`src/rtl/instr_sequencer.sv`:
```
// Two-byte fetch / decode sequencer that drives the register bank and owns the PC.
// Define SEQ_STEP_EN to add the step input and a STEP_WAIT gate before every EXEC.
module instr_sequencer #(
  parameter logic [7:0] PC_RESET = 8'h00
) (
  input  logic       clk,
  input  logic       rst,
  output logic       mem_req,
  output logic [7:0] mem_addr,
  input  logic       mem_ack,
  input  logic [7:0] mem_rdata,
  output logic [2:0] addr1,
  output logic [2:0] addr2,
  output logic [2:0] addrdest,
  output logic [2:0] control,
  output logic       enable,
  output logic [7:0] imm,
  output logic       halted
`ifdef SEQ_STEP_EN
  ,input  logic       step
`endif
);

  localparam logic [2:0] OP_ADD  = 3'd1;
  localparam logic [2:0] OP_SUB  = 3'd2;
  localparam logic [2:0] OP_AND  = 3'd3;
  localparam logic [2:0] OP_NAND = 3'd4;
  localparam logic [2:0] OP_LDI  = 3'd5;
  localparam logic [2:0] OP_JMP  = 3'd6;
  localparam logic [2:0] OP_HALT = 3'd7;

`ifdef SEQ_STEP_EN
  typedef enum logic [2:0] {
    FETCH_HI  = 3'd0,
    FETCH_LO  = 3'd1,
    EXEC      = 3'd2,
    HALT      = 3'd3,
    STEP_WAIT = 3'd4
  } state_e;
`else
  typedef enum logic [1:0] {
    FETCH_HI = 2'd0,
    FETCH_LO = 2'd1,
    EXEC     = 2'd2,
    HALT     = 2'd3
  } state_e;
`endif

  state_e      state_q, state_d;
  logic [7:0]  pc_q, pc_d;
  logic [15:0] ir_q, ir_d;
  logic [2:0]  addr1_q, addr1_d, addr2_q, addr2_d;
  logic [2:0]  addrdest_q, addrdest_d, control_q, control_d;
  logic [7:0]  imm_q, imm_d;
  logic        enable_q, enable_d;
  logic        halted_q, halted_d;
  logic        fetch_s;

  always_ff @(posedge clk) begin
    if (rst) begin
      state_q <= FETCH_HI;
    end else begin
      state_q <= state_d;
    end
  end

  always_comb begin
    state_d = state_q;
    case (state_q)
      FETCH_HI: begin
        if (mem_ack) state_d = FETCH_LO;
        else         state_d = FETCH_HI;
      end
      FETCH_LO: begin
        if (mem_ack) begin
`ifdef SEQ_STEP_EN
          state_d = STEP_WAIT;
`else
          state_d = EXEC;
`endif
        end else begin
          state_d = FETCH_LO;
        end
      end
`ifdef SEQ_STEP_EN
      STEP_WAIT: begin
        if (step) state_d = EXEC;
        else      state_d = STEP_WAIT;
      end
`endif
      EXEC: begin
        if (ir_q[15:13] == OP_HALT) state_d = HALT;
        else                        state_d = FETCH_HI;
      end
      HALT:    state_d = HALT;
      default: state_d = FETCH_HI;
    endcase
  end

  // The request is masked during reset so it first rises once rst is released.
  assign fetch_s = (state_q == FETCH_HI) || (state_q == FETCH_LO);
  assign mem_req = fetch_s && !rst;

  always_comb begin
    pc_d       = pc_q;
    ir_d       = ir_q;
    addr1_d    = addr1_q;
    addr2_d    = addr2_q;
    addrdest_d = addrdest_q;
    control_d  = control_q;
    imm_d      = imm_q;
    enable_d   = 1'b0;
    if (fetch_s && mem_ack) begin
      pc_d = pc_q + 8'd1;
      if (state_q == FETCH_HI) ir_d[15:8] = mem_rdata;
      else                     ir_d[7:0]  = mem_rdata;
    end else if ((state_q == EXEC) && (ir_q[15:13] == OP_JMP)) begin
      pc_d = ir_q[7:0];
    end else begin
      pc_d = pc_q;
    end
    // Decode on the edge entering EXEC so fields and strobe are valid during EXEC.
    if (state_d == EXEC) begin
      case (ir_d[15:13])
        OP_ADD, OP_SUB, OP_AND, OP_NAND: begin
          control_d  = ir_d[15:13];
          addr1_d    = ir_d[9:7];
          addr2_d    = ir_d[6:4];
          addrdest_d = ir_d[12:10];
          enable_d   = 1'b1;
        end
        OP_LDI: begin
          control_d  = OP_LDI;
          addrdest_d = ir_d[12:10];
          imm_d      = ir_d[7:0];
          enable_d   = 1'b1;
        end
        default: enable_d = 1'b0;
      endcase
    end else begin
      enable_d = 1'b0;
    end
    halted_d = (state_d == HALT);
  end

  always_ff @(posedge clk) begin
    if (rst) begin
      pc_q       <= PC_RESET;
      ir_q       <= 16'h0000;
      addr1_q    <= 3'd0;
      addr2_q    <= 3'd0;
      addrdest_q <= 3'd0;
      control_q  <= 3'd0;
      imm_q      <= 8'h00;
      enable_q   <= 1'b0;
      halted_q   <= 1'b0;
    end else begin
      pc_q       <= pc_d;
      ir_q       <= ir_d;
      addr1_q    <= addr1_d;
      addr2_q    <= addr2_d;
      addrdest_q <= addrdest_d;
      control_q  <= control_d;
      imm_q      <= imm_d;
      enable_q   <= enable_d;
      halted_q   <= halted_d;
    end
  end

  assign mem_addr = pc_q;
  assign addr1    = addr1_q;
  assign addr2    = addr2_q;
  assign addrdest = addrdest_q;
  assign control  = control_q;
  assign imm      = imm_q;
  assign enable   = enable_q;
  assign halted   = halted_q;

endmodule

```
`config.mk`:
```
export PLATFORM = sky130hd
export DESIGN_NAME = instr_sequencer
export DESIGN_NICKNAME = d
export VERILOG_FILES = /design/src/rtl/instr_sequencer.sv
export SDC_FILE = /design/constraint.sdc
export NUM_CORES = 1
export LEC_CHECK = 0
export ABC_CLOCK_PERIOD_IN_PS = 1750
export CAP_MARGIN = 10
export CORE_MARGIN = 2
export CORE_UTILIZATION = 40
export DETAILED_ROUTE_END_ITERATION = 16
export HOLD_SLACK_MARGIN = 0.03
export PLACE_DENSITY_LB_ADDON = 0.05
export SETUP_SLACK_MARGIN = 0.02
export SYNTH_ARGS = -nofsm -noshare
export SYNTH_HDL_FRONTEND = slang
export SYNTH_SLANG_ARGS = --single-unit
```
`constraint.sdc`:
```
create_clock -name clk -period 1.75 [get_ports clk]
set_input_delay 0.2625 -clock clk [delete_from_list [all_inputs] [get_ports clk]]
set_output_delay 0.2625 -clock clk [all_outputs]
set_load 0.03 [all_outputs]
```
# After elaboration in Yosys (flattened, before gate mapping)
# Cells that the tools add are included.
# Widths: inputs -> output; s select.
[word_totals]
regBits = 48
latch_bits = 0
ram_bits = 0
romBits = 0
input_bits = 11
output_inout_bits = 31
wordCells = 50
n_memories = 0
[classes]
n_addsub = 1
multipliers = 0
div_mod_pow = 0
n_lt_le_gt_ge = 0
eq_ne = 12
shift = 0
muxes = 11
bitwise = 1
n_reduce_logical = 15
[op_table]
columns = ["cell", "count"]
rows = [
  ["$mux 8", 4],
  ["$mux 16", 1],
  ["$eq 3x3->1 const B", 4],
  ["$add 8x1->8 const B", 1],
  ["$eq 2x2->1 const B", 4],
  ["$pmux 2 s4", 1],
  ["$reduce_and 2->1", 4],
  ["$eq 3x2->1 const B", 2],
  ["$pmux 3 s2", 1],
  ["$reduce_or 5->1", 1],
  ["$mux 2", 2],
  ["$reduce_bool 2->1", 2],
  ["$reduce_or 4->1", 1],
  ["$eq 3x1->1 const B", 1],
  ["$logic_and 1x1->1", 3],
  ["$eq 2x1->1 const B", 1],
  ["$logic_not 2->1", 1],
  ["$mux 1", 2],
  ["$reduce_or 2->1", 1],
  ["$logic_not 1->1", 1],
  ["$logic_or 1x1->1", 1],
  ["$not 1->1", 1],
]

# Logic depth before layout (Yosys ltp)
# Gate-level depths: netlist (run 1).
[depth]
word_depth = 8
depth_mapped = 6
ltp_nobuf = 4

# Worst setup path before layout (run 1)
# OpenSTA, ideal clock, no wires.
[synth_timing]
path_type = "register to register"
from = "register pc_q[0], in the netlist mem_addr[0]"
to = "register pc_q[5], in the netlist mem_addr[5]"
setup_time_ns = 0.074
arrival_time_ns = 1.324
required_ns = 1.676
setup_slack_ns = 0.351
stages_incl_launch_ff = 5
path_buffers = 0
synth_period_minus_slack_ns = 1.399
path_cell_list = "dfxtp_1 and3_1 nand2_1 or3_1 a31oi_1"
[synth_via]
elab_chain_cells = 2
[synth_rtl]
columns = ["item", "line_no", "text"]
rows = [
  ["start, declared", "50", "logic [7:0] pc_q, pc_d;"],
  ["start signal, assigned", "158", "pc_q <= pc_d;"],
  ["$add 8x1->8", "114", "pc_d = pc_q + 8'd1;"],
  ["$mux 8", "113", "if (fetch_s && mem_ack) begin"],
]
# Every way passes these cells.
# A chain may end at the register's enable or synchronous reset.

# Worst setup path in the final report (run 1)
[layout_timing]
from = "register pc_q[2], in the netlist mem_addr[2]"
to = "output port mem_addr[2]"
[layout_rtl]
columns = ["item", "line_no", "text"]
rows = [
  ["end, declared", "9", "output logic [7:0] mem_addr,"],
]
# No word-level cell between the ends.

==> out/qor.yml, run 1 <==
status: "complete, no violations"
area_growth_pct: 31.2
htreeDepth: 2
grt_max_degree: 34
placementRows: 25
worst_pin_slew_ns: 0.358
die_area_um2: 5530
wire_per_inst_um: 13.7
grt_overflow: 0
slowest_delay_ns: 0.70
ir_drop_mv: 0.565
start_util_pct: 41.7
dp.cells: 342
power_density_nw_per_um2: 849
yosysWarnings: 0
path_cells: "clkdlybuf4s50_1"
final_nets: 294
grt_pass1_vias: 1531
routed_via_density: 5.06
rsz0062_at_grt: "no"
die_y_um: 74.4
finalSetupTns_ns: 0
hpwl_um: 3270
min-delay-path-class: "reg2reg"
postCtsResizedCells: 0
seq_area_frac_synth_pct: 48.5
synth_compound_area_share_pct: 18.1
drive_above_1_share_pct: 10.6
coreArea_um2: 4750
synthMuxAreaShare_pct: 4.55
instances_no_fill: 350
drc: 0
syn_area_per_cell_um2: 8.36
start_kind: "flop"
synthSimpleGateAreaFrac_pct: 22.9
synth_top_area_share_pct: 48.5
antenna_found_initial: 0
end_kind: "output port"
yosys.cell_types.count: 37
synth_top_cell_by_area: "dfxtp_1"
num_vias: 1771
crit_slowest_cell: "clkdlybuf4s50_1"
synth.ff_latch_count: 48
grt_pass1_wl_um: 7630
synth_fp_nets: 249
cts_root_buf: "clkbuf_8"
synth_xor_area_share_pct: 0
ant_nets: 0
p_leak_nw: 1.03
maxSlewHeadroom_pct: 76.2
cts_buffers: 5
drt_iter0_markers: 100
synth_top_family_by_area: "simple AND/OR/NAND/NOR gates"
die_w_um: 74.4
setup_viol: 0
synth_ff_type: "dfxtp_1"
syn-instance-count: 237
drv_cap: 0
async_flop_share_pct: 0
report.final.slew_viol_count: 0
antennaDiodeCount: 0
crit_family: "buffers and inverters"
cts_tree: "done"
ios: 42
grt_usage_pct: 18.0
post-route-min-period_ns: 1.67
path_buf_inv: 1
io_buffers: 41
fmax_ghz: 0.599
setup.worst_path.class: "reg2out"
clk_path_buf_depth: 2
routed_wl_um: 4800
cp_max_fo: 6
cp.arrival_ns: 1.41
gp_congestion: 0.762
period_share_pct: 95.4
postCtsSetupRepairBufs: 0
clock_latency_ns: 0.30
drt_pre_antenna_iters: 4
hold_viol: 0
clock_sinks: 48
skew_ns: 0.00554
synthAdderAreaFrac_pct: 0.632
clk_pin_slew_ns: 0.09
crit_required_ns: 1.49
synthTopCellsByArea: "dfxtp_1 (49%), nand2_1 (9.9%), a21oi_1 (8.6%), mux2i_1 (4.5%), o21ai_0 (4.0%)"
syn_area_um2: 1980
fillers: 481
synth-edff-count: 0
postCtsHoldBufs: 0
[cells in the mapped netlist (all sizes together), types with 2 or more instances]
master,count
nand2,52
dfxtp,48
a21oi,34
o21ai,16
nor2,15
buf,11
mux2i,9
nand3,7
clkbuf,6
a31oi,5
and3,5
a211oi,3
a2bb2oi,3
inv,3
nand4,3
nor2b,3
or3,2
[power by group]
group | internal, W | switching (W) | total (W)
logic | 0.000112 | 0.000142 | 0.000254
clock network | 0.000425 | 0.000366 | 0.000791
registers | 0.00113 | 0.0000342 | 0.00116
[flip-flops by register name, indices dropped and copies added, names as in the netlist]
| signal | count |
|---|---|
| halted | 1 |
| addr1 | 3 |
| addr2 | 3 |
| state_q | 2 |
| mem_addr | 8 |
| enable | 1 |
| ir_q | 16 |
| control | 3 |
| imm | 8 |
| addrdest | 3 |
[cell type report]
class | count | area, µm² | share of cell area (%)
clock buffers | 6 | 72.6 | 2.79
clock inverters | 2 | 35.0 | 1.35
inverters | 3 | 11.3 | 0.433
multi-input cells | 169 | 915 | 35.2
flip-flops and latches | 48 | 961 | 37.0
well taps | 67 | 83.8 | 3.23
repair buffers | 55 | 520 | 20.0
[routing by layer]
layer | up-vias | track usage, % | wire length, µm
met5 | - | 0 | 0
met4 | 0 | 6.55 | 54
met3 | 5 | 3.66 | 213
met2 | 41 | 25.9 | 2090
met1 | 826 | 26.5 | 2440
li1 | 899 | - | -
[kinds of logic (layout without fill, tap and decap cells)]
logic type,count (synthesis),count (layout)
multiplexers,9,9
AO/OA/AOI/OAI,64,64
flip-flops,48,48
adder cells (fa/ha/maj),1,1
buffers and inverters,20,66
AND/OR/NAND/NOR,95,95
[layout by cell type, fill, tap and decap left out, types with 3 or more instances in the layout]
cell              n
a21oi_1          34
a2bb2oi_1         3
a31oi_1           5
and3_1            4
buf_4            15
clkbuf_8          5
clkdlybuf4s50_1  37
dfxtp_1          48
dlymetal6s2s_1    3
inv_1             3
mux2i_1           9
nand2_1          52
nand3_1           6
nand4_1           3
nor2_1           14
nor2b_1           3
o21ai_0          16
[worst paths after layout]
check	depth (start not counted)	to	start	slack, ns
worst max register to register	4	mem_addr[1]$_SDFFE_PP0P_	ir_q[14]$_SDFF_PP0_	0.22
worst min-delay path	2	imm[2]$_SDFFE_PP0P_	imm[2]$_SDFFE_PP0P_	0.46
worst min register to register	2	imm[2]$_SDFFE_PP0P_	imm[2]$_SDFFE_PP0P_	0.46
worst max-delay path	1	mem_addr[2]	mem_addr[2]$_SDFFE_PP0P_	0.08
[through the flow]
step                      instance area, µm²  hold WS, ns  util (%)  setup slack (ns)  total power (W)
final                                   2600        0.460      54.7            0.0813          0.00221
after detailed placement                2480        0.449      52.2           0.00772          0.00144
after global routing                    2600        0.479      54.7            0.0343          0.00231
after global placement                  2480        0.444      52.2            0.0326          0.00144
after floorplan                         1980        0.398         -             0.351          0.00133
after CTS                               2590        0.462      54.5            0.0429          0.00223
No activity file was read; power rests on OpenSTA's default activity.
==> run 2: changes to the inputs <==
- CTS_BUF_LIST: unset -> sky130_fd_sc_hd__clkbuf_4 sky130_fd_sc_hd__clkbuf_8
==> out/qor.yml, run 2 (synthesis results as in run 1) <==
clock_latency_ns: 0.30
clock_sinks: 48
crit_family: "buffers and inverters"
placementRows: 25
wire_per_inst_um: 13.7
ir_drop_mv: 0.566
end_kind: "output port"
maxSlewHeadroom_pct: 76.4
holdWs_ns: 0.459
die_area_um2: 5530
hpwl_um: 3270
grt_pass1_vias: 1529
power_frac_comb_pct: 11.4
switching_share_pct: 24.5
coreArea_um2: 4750
die_w_um: 74.4
hold_viol: 0
htreeDepth: 2
die_y_um: 74.4
clk_pin_slew_ns: 0.09
fin_area_um2: 2600
period_share_pct: 95.3
finalSetupTns_ns: 0
start_util_pct: 41.7
cts_buffers: 5
skew_ns: 0.00704
io_buffers: 41
place_area_um2: 2480
report.final.slew_viol_count: 0
gp_congestion: 0.762
routed_wl_um: 4800
crit_required_ns: 1.49
final_nets: 294
switchingPower_w: 0.000544
grt_pass1_wl_um: 7620
final_common_cell: "nand2_1"
ant_nets: 0
p_leak_nw: 1.03
drv_cap: 0
cts_root_buf: "clkbuf_8"
largest-register: "ir_q"
start_kind: "flop"
crit_slowest_cell: "clkdlybuf4s50_1"
grt_max_degree: 34
path_buf_inv: 1
min-delay-path-class: "reg2reg"
grt_usage_pct: 18.0
rsz0062_at_grt: "no"
antennaDiodeCount: 0
num_vias: 1771
drt_pre_antenna_iters: 4
status: "complete, no violations"
p_int_w: 0.00168
layout_common_cells: "nand2_1 (52), dfxtp_1 (48), clkdlybuf4s50_1 (37)"
pwr-share-seq_pct: 52.2
cp.arrival_ns: 1.41
grt_overflow: 0
fmax_ghz: 0.600
largest_reg_flops: 16
p_total_w: 0.00222
cts_tree: "done"
antenna_found_initial: 0
setup_viol: 0
routed_via_density: 5.06
drc: 0
ios: 42
cp_max_fo: 6
clkPwrFrac_pct: 36.3
drive_above_1_share_pct: 11.0
path_cells: "clkdlybuf4s50_1"
area_growth_pct: 31.4
setup.worst_path.class: "reg2out"
slowest_delay_ns: 0.70
worst_pin_slew_ns: 0.353
power_density_nw_per_um2: 854
post-route-min-period_ns: 1.67
clk_path_buf_depth: 2
drt_iter0_markers: 89
## run 2: cell types whose count changed in the layout (fill, tap and decap cells not counted)
cell,delta
clkbuf_1,-1
clkbuf_4,+1
## run 2: worst register-to-register path, delay by kind of cell (launching register included)
| family | cells | cell delay (ns) |
|---|---|---|
| AO/OA/AOI/OAI | 1 | 0.25 |
| AND/OR/NAND/NOR | 3 | 0.68 |
| flip-flops | 1 | 0.52 |
## run 2: power groups by stage
stage / registers [W] / logic [W] / clock network, W
after floorplan: 0.00120 / 0.000136 / 0
after global placement: 0.00119 / 0.000252 / 0
after detailed placement: 0.00119 / 0.000254 / 0
after CTS: 0.00116 / 0.000255 / 0.000826
after global routing: 0.00117 / 0.000278 / 0.000881
final: 0.00116 / 0.000254 / 0.000808
## run 2: area by class of cell
type	count	area [µm²]
clock buffers	6	76.3
well taps	67	83.8
repair buffers	55	520
fillers	478	2150
flip-flops and latches	48	961
multi-input cells	169	915
clock inverters	2	35.0
inverters	3	11.3
## run 2: timing repair
| item | CTS | global route |
|---|---|---|
| setup endpoints to repair | 0 | 3 |
| buffers inserted | 0 | 0 |
| resized for setup | 0 | 3 |
| hold buffers | 0 | 0 |
## run 2: through the flow
stage	util, %	std cells	setup WS [ns]
CTS	54.6	350	0.0429
global route	54.7	350	0.0343
global placement	52.2	342	0.0326
floorplan	-	237	0.351
detailed placement	52.2	342	0.00772
finish	54.7	350	0.0820
## run 2: path summary, 6_finish.rpt
path / cells after the start / startpoint / endpoint / slack, ns
worst min register to register: 2 / imm[3]$_SDFFE_PP0P_ / imm[3]$_SDFFE_PP0P_ / 0.46
worst max-delay path: 1 / mem_addr[2]$_SDFFE_PP0P_ / mem_addr[2] / 0.08
worst min-delay path: 2 / imm[3]$_SDFFE_PP0P_ / imm[3]$_SDFFE_PP0P_ / 0.46
worst max register to register: 4 / ir_q[14]$_SDFF_PP0_ / mem_addr[1]$_SDFFE_PP0P_ / 0.21
## run 2: metal layers
metal  share of wire, %  track usage (%)  vias to the layer above
met5                  0                0                        -
met4                1.1             6.55                        0
met1                 51             26.7                      825
met2                 43             25.6                       43
met3                4.5             3.66                        5
li1                   -                -                      898
==> run 3: changes to the inputs <==
- GPL_ROUTABILITY_DRIVEN: unset -> 0
- RECOVER_POWER: unset -> 25
==> out/qor.yml, run 3 (synthesis results as in run 1) <==
crit_required_ns: 1.49
drive_above_1_share_pct: 9.54
io_buffers: 41
grt_usage_pct: 18.0
clock_sinks: 48
maxSlewHeadroom_pct: 74.7
place_ws_ns: 0.00772
routed_via_density: 5.08
p_int_w: 0.00167
grt_pass1_vias: 1529
crit_family: "buffers and inverters"
die_area_um2: 5530
drt_pre_antenna_iters: 4
routed_wl_um: 4810
finalSetupTns_ns: 0
ant_nets: 0
drt_iter0_markers: 101
switching_share_pct: 24.5
worst_slack_ns: 0.0847
start_util_pct: 41.7
rsz0062_at_grt: "no"
clk_path_buf_depth: 2
antenna_found_initial: 0
setup_viol: 0
switchingPower_w: 0.000542
slowest_delay_ns: 0.70
coreArea_um2: 4750
drv_cap: 0
report.final.slew_viol_count: 0
crit_slowest_cell: "clkdlybuf4s50_1"
die_w_um: 74.4
final_nets: 294
htreeDepth: 2
fillers: 491
clk_pin_slew_ns: 0.09
multi_input_area_um2: 907
num_vias: 1777
drc: 0
layout_common_cells: "nand2_1 (52), dfxtp_1 (48), clkdlybuf4s50_1 (36)"
cts_tree: "done"
ir_drop_mv: 0.568
path_buf_inv: 1
skew_ns: 0.00732
cts_root_buf: "clkbuf_8"
power_density_nw_per_um2: 866
p_leak_nw: 0.961
clock_latency_ns: 0.30
cts_buffers: 5
largest-register: "ir_q"
pwr-share-seq_pct: 52.4
power_frac_comb_pct: 11.2
grt_max_degree: 34
status: "complete, no violations"
hold_viol: 0
cp_max_fo: 6
wire_per_inst_um: 13.7
area_growth_pct: 29.2
fmax_ghz: 0.601
placementRows: 25
end_kind: "output port"
hpwl_um: 3270
start_kind: "flop"
final-seq-area_um2: 961
path_cells: "clkdlybuf4s50_1"
grt_pass1_wl_um: 7620
grt_overflow: 0
clkPwrFrac_pct: 36.4
setup.worst_path.class: "reg2out"
cp.arrival_ns: 1.40
worst_pin_slew_ns: 0.382
min-delay-path-class: "reg2reg"
antennaDiodeCount: 0
postCtsSetupRepairBufs: 0
largest_reg_flops: 16
final_common_cell: "nand2_1"
post-route-min-period_ns: 1.67
period_share_pct: 95.2
die_y_um: 74.4
ios: 42
[run 3: cell count changes in the layout (fill, tap and decap cells not counted)]
| cell | previous run | this run |
|---|---|---|
| and3_1 | 4 | 5 |
| and3_4 | 1 | 0 |
| buf_4 | 15 | 12 |
| clkbuf_1 | 0 | 5 |
| clkbuf_2 | 0 | 1 |
| clkdlybuf4s50_1 | 37 | 36 |
| dlygate4sd3_1 | 0 | 1 |
| dlymetal6s2s_1 | 3 | 0 |
| nor2_1 | 14 | 15 |
| nor2_2 | 1 | 0 |
[run 3: layout make-up]
cell class / count / share of cell area (%)
clock buffer: 6 / 2.98
timing repair buffer: 55 / 18.9
multi-input combinational: 169 / 35.5
clock inverter: 2 / 1.37
sequential: 48 / 37.6
tap: 67 / 3.28
inverter: 3 / 0.440
[run 3: per-layer routing]
metal	up-vias	GRT usage (%)	routed length [µm]
met3	2	3.66	216
met4	0	6.55	29
met2	42	25.6	2080
met1	833	26.7	2480
met5	-	0	0
li1	900	-	-
[run 3: per-stage QoR]
stage | instances | hold slack (ns) | power [W] | instance area [µm²] | utilization (%)
6_report | 350 | 0.459 | 0.00222 | 2560 | 53.8
5_1_grt | 350 | 0.480 | 0.00232 | 2560 | 53.8
4_1_cts | 350 | 0.462 | 0.00224 | 2590 | 54.6
3_5_place_dp | 342 | 0.449 | 0.00144 | 2480 | 52.2
3_3_place_gp | 342 | 0.444 | 0.00144 | 2480 | 52.2
2_1_floorplan | 237 | 0.398 | 0.00133 | 1980 | -
[run 3: power groups by stage]
stage / Clock [W] / Sequential [W] / Combinational [W]
floorplan: 0 / 0.00120 / 0.000136
global placement: 0 / 0.00119 / 0.000252
detailed placement: 0 / 0.00119 / 0.000254
CTS: 0.000826 / 0.00116 / 0.000255
global route: 0.000881 / 0.00117 / 0.000271
finish: 0.000807 / 0.00116 / 0.000248
[run 3: final timing paths]
check,slack [ns],depth (start not counted),from,to
worst max register to register,0.21,4,ir_q[14]$_SDFF_PP0_,mem_addr[1]$_SDFFE_PP0P_
worst max-delay path,0.08,1,mem_addr[2]$_SDFFE_PP0P_,mem_addr[2]
worst min-delay path,0.46,2,imm[3]$_SDFFE_PP0P_,imm[3]$_SDFFE_PP0P_
worst min register to register,0.46,2,imm[3]$_SDFFE_PP0P_,imm[3]$_SDFFE_PP0P_
[run 3: what timing repair did]
action / CTS / global route
resized for setup: 0 / 3
setup endpoints to repair: 0 / 3
hold buffers: 0 / 0
